==> src/rtl/sum_window_accum.sv <==
// Windowed accumulator: sums 2**WIN_LOG2 samples, presents sum and average on valid/ready.
// Optional macro SUM_WINDOW_ROUND_EN selects a rounded, saturating average instead of truncation.
module sum_window_accum #(
   parameter int unsigned DATA_W   = 8,
   parameter int unsigned WIN_LOG2 = 2
) (
   input  logic                       clk,
   input  logic                       rstn,
   input  logic                       ena,
   input  logic                       din_valid,
   input  logic [DATA_W-1:0]          din,
   output logic                       din_ready,
   output logic                       dout_valid,
   input  logic                       dout_ready,
   output logic [DATA_W+WIN_LOG2-1:0] dout_sum,
   output logic [DATA_W-1:0]          dout_avg,
   output logic                       busy
);

   localparam int unsigned SUM_W   = DATA_W + WIN_LOG2;
   localparam int unsigned CNT_W   = (WIN_LOG2 == 0) ? 1 : WIN_LOG2;
   localparam int unsigned WIN_LEN = 1 << WIN_LOG2;

   typedef enum logic [1:0] {
      IDLE  = 2'd0,
      ACCUM = 2'd1,
      HOLD  = 2'd2
   } state_t;

   state_t            r_state;
   state_t            w_state_nxt;
   logic [SUM_W-1:0]  r_acc;
   logic [SUM_W-1:0]  w_acc_nxt;
   logic [CNT_W-1:0]  r_cnt;
   logic [CNT_W-1:0]  w_cnt_nxt;
   logic              r_dout_valid;
   logic              w_dout_valid_nxt;
   logic [SUM_W-1:0]  r_dout_sum;
   logic [SUM_W-1:0]  w_dout_sum_nxt;
   logic [DATA_W-1:0] r_dout_avg;
   logic [DATA_W-1:0] w_dout_avg_nxt;
   logic              w_take;
   logic [SUM_W-1:0]  w_sum_in;
   logic [DATA_W-1:0] w_avg_in;

   assign din_ready  = (r_state != HOLD);
   assign busy       = (r_state != IDLE);
   assign dout_valid = r_dout_valid;
   assign dout_sum   = r_dout_sum;
   assign dout_avg   = r_dout_avg;

   assign w_take   = din_valid & din_ready & ena;
   // Running sum including the sample presented this cycle; a new window starts from din alone.
   assign w_sum_in = (r_state == IDLE) ? SUM_W'(din) : (r_acc + SUM_W'(din));

`ifdef SUM_WINDOW_ROUND_EN
   localparam int unsigned RND_W = SUM_W + 1;
   localparam int unsigned HALF  = (WIN_LOG2 == 0) ? 0 : (1 << (WIN_LOG2 - 1));
   logic [RND_W-1:0] w_round;
   logic [RND_W-1:0] w_round_shr;

   // Half-up rounding with saturation at the DATA_W maximum.
   assign w_round     = RND_W'(w_sum_in) + RND_W'(HALF);
   assign w_round_shr = w_round >> WIN_LOG2;
   assign w_avg_in    = (w_round_shr > RND_W'({DATA_W{1'b1}})) ? {DATA_W{1'b1}}
                                                               : w_round_shr[DATA_W-1:0];
`else
   logic [SUM_W-1:0] w_trunc_shr;

   assign w_trunc_shr = w_sum_in >> WIN_LOG2;
   assign w_avg_in    = w_trunc_shr[DATA_W-1:0];
`endif

   // State and datapath registers.
   always_ff @(posedge clk or negedge rstn) begin
      if (!rstn) begin
         r_state      <= IDLE;
         r_acc        <= '0;
         r_cnt        <= '0;
         r_dout_valid <= 1'b0;
         r_dout_sum   <= '0;
         r_dout_avg   <= '0;
      end else begin
         r_state      <= w_state_nxt;
         r_acc        <= w_acc_nxt;
         r_cnt        <= w_cnt_nxt;
         r_dout_valid <= w_dout_valid_nxt;
         r_dout_sum   <= w_dout_sum_nxt;
         r_dout_avg   <= w_dout_avg_nxt;
      end
   end

   // Next-state and next-value logic.
   always_comb begin
      w_state_nxt      = r_state;
      w_acc_nxt        = r_acc;
      w_cnt_nxt        = r_cnt;
      w_dout_valid_nxt = r_dout_valid;
      w_dout_sum_nxt   = r_dout_sum;
      w_dout_avg_nxt   = r_dout_avg;

      case (r_state)
         IDLE: begin
            if (w_take) begin
               w_acc_nxt = w_sum_in;
               w_cnt_nxt = CNT_W'(1);
               if (WIN_LEN == 1) begin
                  w_dout_sum_nxt   = w_sum_in;
                  w_dout_avg_nxt   = w_avg_in;
                  w_dout_valid_nxt = 1'b1;
                  w_state_nxt      = HOLD;
               end else begin
                  w_state_nxt = ACCUM;
               end
            end
         end
         ACCUM: begin
            if (w_take) begin
               w_acc_nxt = w_sum_in;
               w_cnt_nxt = r_cnt + CNT_W'(1);
               if (r_cnt == CNT_W'(WIN_LEN - 1)) begin
                  w_dout_sum_nxt   = w_sum_in;
                  w_dout_avg_nxt   = w_avg_in;
                  w_dout_valid_nxt = 1'b1;
                  w_state_nxt      = HOLD;
               end
            end
         end
         HOLD: begin
            if (r_dout_valid && dout_ready) begin
               w_dout_valid_nxt = 1'b0;
               w_acc_nxt        = '0;
               w_cnt_nxt        = '0;
               w_state_nxt      = IDLE;
            end
         end
         default: begin
            w_state_nxt = IDLE;
         end
      endcase
   end

endmodule

==> config.mk <==
export PLATFORM = sky130hd
export DESIGN_NAME = sum_window_accum
export DESIGN_NICKNAME = d
export VERILOG_FILES = /design/src/rtl/sum_window_accum.sv
export SDC_FILE = /design/constraint.sdc
export NUM_CORES = 1
export LEC_CHECK = 0
export CAP_MARGIN = 30
export CORE_UTILIZATION = 25
export DETAILED_ROUTE_END_ITERATION = 10
export SYNTH_ARGS = -nofsm -noshare
export SYNTH_HDL_FRONTEND = slang
export SYNTH_SLANG_ARGS = --single-unit
==> constraint.sdc <==
create_clock -name clk -period 4 [get_ports clk]
set_input_delay 0.8 -clock clk [delete_from_list [all_inputs] [get_ports clk]]
set_output_delay 0.8 -clock clk [all_outputs]
set_load 0.03 [all_outputs]
# Yosys cells after proc, flatten, opt, wreduce, memory -nomap -nowiden
# Index checks and enable logic that the tools add are counted.
classes:
  n_mux: 15
  n_reduce_logical: 12
  n_addsub: 2
  n_eq_ne: 9
  n_bitwise: 2
ops:
  columns: ["operator", "n"]
  rows:
  - ["two-way mux 10 bit", 3]
  - ["case mux 10 bit (2 select lines)", 1]
  - ["case mux 2 bit (3 select lines)", 2]
  - ["AND reduction 4 bit", 3]
  - ["adder 10 x 8 -> 10 bit", 1]
  - ["two-way mux 2 bit", 5]
  - ["inequality test 2 bit (second input constant)", 5]
  - ["AND reduction 3 bit", 2]
  - ["nonzero test 2 bit", 3]
  - ["equality test 2 bit (second input constant)", 2]
  - ["two-way mux 1 bit", 3]
  - ["nonzero test 3 bit", 1]
  - ["adder 2 x 1 -> 2 bit (second input constant)", 1]
  - ["bitwise AND 1 bit", 2]
  - ["equality test 2 x 1 -> 1 bit (second input constant)", 1]
  - ["logical NOT 2 bit", 1]
  - ["inequality test 2 x 1 -> 1 bit (second input constant)", 1]
  - ["case mux 1 bit (2 select lines)", 1]
  - ["OR reduction 2 bit", 1]
  - ["logical AND 1 bit", 1]
word_totals:
  in_bits: 13
  reg_bits: 33
  word_cells: 46

# Logic depth before layout (Yosys ltp)
# Gate-level depths: netlist (run 1).
depth:
  word_depth: 5
  depth_mapped: 9
  depth_no_buf: 7

# Worst setup path before layout (run 1)
# OpenSTA, ideal clock, no wires.
synth_path:
  path_kind: "input to register"
  startpoint: "in din[0]"
  endpoint: "reg r_dout_sum[8] (netlist: dout_sum[8])"
  t_arrival_ns: 2.204
  slack_ns: 1.675
  n_path_buf: 0
  setup_ns: 0.121
  cell_stages: 7
  path_cell_list: "ha_1 -> fa_1 -> a211oi_1 -> o211ai_1 -> o21ai_0 -> xnor2_1 -> a22o_1"
synth_via:
  elab_chain_len: 2
synth_rtl:
  columns: ["item", "line_no", "text"]
  rows:
  - ["start: declaration", "11", "input logic [DATA_W-1:0] din,"]
  - ["adder 10 x 8 -> 10 bit", "54", "assign w_sum_in = (r_state == IDLE) ? SUM_W'(din) : (r_acc + SUM_W'(din));"]
  - ["two-way mux 10 bit", "54", null]
  - ["end signal: assignment", "88", "r_dout_sum <= w_dout_sum_nxt;"]
  - ["end: declaration", "38", "logic [SUM_W-1:0] r_dout_sum;"]
# Every way passes these cells.
# A chain may end at the register's enable or synchronous reset.

# Worst setup path after layout (run 1)
layout_path:
  startpoint: "reg r_state[1]"
  endpoint: "out busy"
layout_via:
  elab_chain_len: 1
layout_rtl:
  columns: ["item", "line_no", "text"]
  rows:
  - ["start: declaration", "30", "state_t r_state;"]
  - ["start signal: assignment", "84", "r_state <= w_state_nxt;"]
  - ["nonzero test 2 bit", "47", "assign busy = (r_state != IDLE);"]
  - ["end: declaration", "17", "output logic busy"]
# Every way passes these cells.

==> results of run 1 <==
synth_stat cells, drive strengths merged:
library cell and instances:
o21ai 19, and3b 1, clkinv 1, dfrtp 25, o22ai 1, a21oi 14
nand4 1, nor3 2, o21a 1, a21o 2, fa 1, xnor2 5
nand3 1, nand3b 2, a211oi 3, a221oi 1, xor2 3, ha 13
clkbuf 2, a22o 2, inv 6, mux2 1, a41oi 1, mux2i 9
o211ai 3, nand2b 3, or4 1, nand2 20, o31ai 3, and2 1
a221o 1, nor3b 1, buf 11, nor2 8
metrics by stage:
step	instances	utilization [%]	power (mW)	hold slack (ps)
2_1_floorplan	169	-	1.14	453
3_3_place_gp	265	32.3	1.39	465
3_5_place_dp	265	32.3	1.40	473
4_1_cts	269	33.1	1.56	494
5_1_grt	269	33.1	1.68	525
6_report	269	33.1	1.54	484
worst max-delay path: stages, from the launching register on:
cell	delay [ps]
dfrtp_1	450
inv_1	130
ha_1	500
clkinv_1	410
clkdlybuf4s50_1	700
worst max-delay path by stage:
stage	start	end	slack [ps]	cells after the start
after floorplan	din[0]	dout_sum[8]$_DFFE_PN0P_	1680	7
after detailed placement	din[0]	dout_sum[6]$_DFFE_PN0P_	980	8
after global routing	r_state[1]$_DFFE_PN0P_	busy	560	4
final	r_state[1]$_DFFE_PN0P_	busy	740	4
after global placement	din[0]	dout_sum[6]$_DFFE_PN0P_	960	8
after CTS	r_state[1]$_DFFE_PN0P_	busy	720	4
flip-flops by register name, summed over array words and instances (netlist names):
register,flops
r_cnt,2
r_state,2
r_acc,10
dout_sum,10
dout_valid,1
power by group through the flow:
| stage | Sequential (mW) | Combinational, mW | Clock, mW |
|---|---|---|---|
| final | 0.429 | 0.961 | 0.154 |
| after global routing | 0.446 | 1.07 | 0.170 |
| after CTS | 0.430 | 0.967 | 0.161 |
| after detailed placement | 0.433 | 0.967 | 0 |
| after global placement | 0.429 | 0.956 | 0 |
| after floorplan | 0.494 | 0.647 | 0 |
layout make-up:
cell class / instances / area share [%]
inverters: 7 / 1.31
multi-input cells: 124 / 43.6
clock buffers: 3 / 2.06
clock inverters: 1 / 0.374
well taps: 75 / 4.68
flip-flops and latches: 25 / 31.2
repair buffers: 34 / 16.8
metal layers:
| layer | global-route usage (%) | part of all wire, % |
|---|---|---|
| met1 | 15.3 | 49 |
| met2 | 19.3 | 45 |
| met3 | 2.97 | 4.4 |
| met4 | 2.81 | 0.83 |
| met5 | 0 | 0 |
cells in the final DEF (no fill, tap or decap), drive strengths merged:
| cell type | count |
|---|---|
| a21oi | 14 |
| ha | 13 |
| nand2b | 3 |
| and3b | 1 |
| a221oi | 1 |
| o21ai | 19 |
| or4 | 1 |
| o21a | 1 |
| a41oi | 1 |
| buf | 1 |
| nand3 | 1 |
| mux2i | 9 |
| nand3b | 2 |
| inv | 6 |
| clkdlybuf4s50 | 33 |
| nand4 | 1 |
| o211ai | 3 |
| a211oi | 3 |
| clkbuf | 3 |
| nand2 | 20 |
| and2 | 1 |
| fa | 1 |
| mux2 | 1 |
| xnor2 | 5 |
| o31ai | 3 |
| o22ai | 1 |
| clkinvlp | 1 |
| clkinv | 1 |
| nor2 | 8 |
| nor3 | 2 |
| a221o | 1 |
| dfrtp | 25 |
| a22o | 2 |
| a21o | 2 |
| xor2 | 3 |
| nor3b | 1 |
cell families after synthesis:
logic type / count (synthesis)
fa+ha+maj: 14
simple gates: 41
buf+inv: 20
xor+xnor: 8
flops: 25
mux: 10
compound gates: 51
==> impl_metrics.toml, run 1 <==
[run_status]
outcome = "finished clean"

[floorplan]
start_util_pct = 26.5
ioPinCount = 34
dieArea_mm2 = 0.00676
die_w_um = 82.2
core_area_mm2 = 0.00606
die_h_um = 82.2
rows = 28

[setup_path]
worstPathMaxFanout = 13
r2r_slack_ps = 1580
worstReg2RegEnd = "dout_sum[7]$_DFFE_PN0P_"
r2r_start = "r_state[0]$_DFFE_PN0P_"
reg2reg_depth = 7
critPathKind = "reg -> out"
crit_required_ps = 3200
cp-start-kind = "flip-flop"
endpoint_kind = "output port"
crit_arrival_ps = 2460

[synth]
synth_compound_area_share_pct = 20.5
synth_seq_cells = 25
syn_area_mm2 = 0.00161
yosysWarnings = 0
synth.distinct_cells = 38
synth-xor-area-share_pct = 4.36
netlist_top_cells_area = "dfrtp_1 (39%), ha_1 (10%), o21ai_0 (5.9%), mux2i_1 (5.6%), nand2_1 (4.7%)"
synthCells = 169
yosysTopAreaCellShare_pct = 38.9
synth_largest_area_cell = "dfrtp_1"
synth.mux.area_fraction_pct = 6.30
avgSynthCellArea_um2 = 9.51
synth_fa_ha_area_share_pct = 11.4
seq_area_frac_synth_pct = 38.9
synthSimpleGateAreaFrac_pct = 11.8
synth_top_family_by_area = "compound AO/OA/AOI/OAI gates"
syn_nets = 196

[sta]
min_period_over_period_pct = 81.5
rsz0062_at_grt = "no"
setup-tns-final_ps = 0
finalClockSkew_ps = 2.01
maxSlewViolCount = 0
hold_violations = 0
min_period_ps = 3260
relSlewSlack_pct = 51.5
tightest_slew_ps = 725
setup_slack_ps = 740
setup_viol_count_final = 0
maxClockFrequency_mhz = 307

[final_layout]
nets = 222
ff_latch_area_um2 = 626
n_fill_cell = 624
drive_gt1_share_pct = 5.15
multiInputGateArea_um2 = 875
antenna_cells = 0
area_growth_pct = 24.8
postLayoutCellArea_mm2 = 0.00201

[route]
vias = 1297
drtAntennaViolNets = 0
first_pass_iters = 4
drc = 0
wl_um = 3480
routedWlPerCell_um = 12.9
dr.first_iter.drc_count = 45
avgViaCountPerCell = 4.82

[clocking]
h-tree-depth = 1
cts.sinks = 25
cts.repair.resized = 0
cts_hold_buf = 0
clkTransAtPathRegs_ps = 90
clk-insertion-delay-late_ps = 270
cts_setup_buffers = 0
cts_buffer_depth = 2
cts_inserted_buffers = 3
cts_root_buffer = "clkbuf_8"
cts_tree = "yes"

[power]
power.switching_uw = 716
p_leak_nw = 0.838
switching_share_pct = 46.4
seqPwrFrac_pct = 27.8
p_comb_share_pct = 62.3
p_int_uw = 828
power_density_mw_per_mm2 = 769
ir_drop_uv = 359
clock_power_share_pct = 10.0

[min_path]
whs_endpoint = "dout_sum[0]$_DFFE_PN0P_"
hp-start = "dout_sum[0]$_DFFE_PN0P_"
hold_depth = 2
worstHoldPathType = "reg -> reg"

[placement]
gp_congestion = 0.824
dpl.hpwl_um = 2680
portBuffers = 33
post-place-ws_ps = 977
placed_area_mm2 = 0.00196

[global_route]
grt_pass1_wl_um = 5920
grt_max_degree = 26
grt_use_total_pct = 11.8
grt_pass1_vias = 1220
overflow = 0
antenna_found_initial = 0

[job]
max-cap-violations = 0
(Power assumes the default switching activity.)
==> run 2: changes to the inputs <==
- clock period: 4 -> 3.3 ns (I/O delays scaled with it)
==> impl_metrics.toml, run 2 (synthesized netlist as in run 1, its figures left out) <==
[floorplan]
dieArea_mm2 = 0.00676
rows = 28
start_util_pct = 26.5
die_w_um = 82.2
ioPinCount = 34
core_area_mm2 = 0.00606
die_h_um = 82.2

[placement]
gp_congestion = 0.804
placed_area_mm2 = 0.00197
dpl.hpwl_um = 2670
portBuffers = 33
post-place-ws_ps = 458
post-place-cells = 267

[sta]
min_period_ps = 2920
min_period_over_period_pct = 88.6
tightest_slew_ps = 567
hold_violations = 0
setup_viol_count_final = 0
maxClockFrequency_mhz = 342
rsz0062_at_grt = "no"
setup-tns-final_ps = 0
maxSlewViolCount = 0
setup_slack_ps = 375
relSlewSlack_pct = 62.2
finalClockSkew_ps = 4.16

[setup_path]
cpMaxStageDelayCell = "clkdlybuf4s50_1"
cp_top_family = "buffers and inverters"
crit_required_ps = 2640
crit_arrival_ps = 2260
critPathMaxStageDelay_ps = 640
crit_buf_inv = 3
endpoint_kind = "output port"
cp-start-kind = "flip-flop"
worstPathMaxFanout = 13
critPathKind = "reg -> out"
path_cells = "inv_1 > ha_1 > clkinv_1 > clkdlybuf4s50_1"

[global_route]
overflow = 0
grt_use_total_pct = 11.6
grt_pass1_wl_um = 5890
grt_max_degree = 26
antenna_found_initial = 0
grt_pass1_vias = 1296

[clocking]
cts.sinks = 25
clk-insertion-delay-late_ps = 280
cts_hold_buf = 0
cts_buffer_depth = 2
cts_setup_buffers = 0
h-tree-depth = 1
cts.repair.resized = 0
cts_tree = "yes"
cts_root_buffer = "clkbuf_8"
clkTransAtPathRegs_ps = 100
cts_inserted_buffers = 3

[final_layout]
nets = 224
area_growth_pct = 25.8
fin_util_pct = 33.4
final_cell_mix = "clkdlybuf4s50_1 (33), dfrtp_1 (25), nand2_1 (20)"
stdcell_count = 271
postLayoutCellArea_mm2 = 0.00202
final_common_cell = "clkdlybuf4s50_1"
drive_gt1_share_pct = 6.12
antenna_cells = 0

[route]
vias = 1292
drc = 0
avgViaCountPerCell = 4.77
dr.first_iter.drc_count = 61
routedWlPerCell_um = 13.0
first_pass_iters = 4
wl_um = 3510
drtAntennaViolNets = 0

[min_path]
worstHoldPathType = "reg -> reg"

[run_status]
outcome = "finished clean"

[power]
ir_drop_uv = 538
power_density_mw_per_mm2 = 937
p_leak_nw = 0.847

[job]
max-cap-violations = 0
run 2: changes by cell type in the layout (fill, tap and decap cells not counted):
| cell | previous run | this run |
|---|---|---|
| buf_4 | 1 | 3 |
run 2: worst paths after layout:
kind,start,end,slack (ps),cells after the start
worst max-delay path,r_state[1]$_DFFE_PN0P_,busy,380,4
worst min-delay path,dout_sum[0]$_DFFE_PN0P_,dout_sum[0]$_DFFE_PN0P_,490,2
worst max register to register,r_state[1]$_DFFE_PN0P_,r_cnt[0]$_DFFE_PN0P_,1110,7
worst min register to register,dout_sum[0]$_DFFE_PN0P_,dout_sum[0]$_DFFE_PN0P_,490,2
max in group asynchronous,rstn,r_acc[8]$_DFFE_PN0P_,2310,2
min in group asynchronous,rstn,r_cnt[0]$_DFFE_PN0P_,740,2
run 2: area by class of cell:
class,instances,area (um^2)
Sequential cell,25,626
Timing Repair Buffer,36,353
Inverter,7,26.3
Fill cell,638,4040
Clock buffer,3,41.3
Multi-Input combinational cell,124,875
Clock inverter,1,7.51
Tap cell,75,93.8
run 2: worst min-delay path, stage by stage, from the launching register on:
cell     delay (ps)
dfrtp_1         350
nand2_1          50
o21ai_0          60
run 2: power breakdown:
part           internal (mW)  switching (mW)
clock network         0.0860           0.111
registers              0.428          0.0916
logic                  0.501           0.677
run 2: per-layer routing:
layer | GRT usage (%) | up-vias | wire, um
li1 | - | 645 | -
met1 | 15.1 | 607 | 1710
met2 | 19.4 | 35 | 1620
met3 | 2.31 | 5 | 158
met4 | 2.81 | 0 | 23
met5 | 0 | - | 0
run 2: through the flow:
step                      hold slack, ps  power, mW
after floorplan                      364       1.38
final                                487       1.90
after detailed placement             472       1.71
after global routing                 526       2.06
after global placement               464       1.69
after CTS                            493       1.91
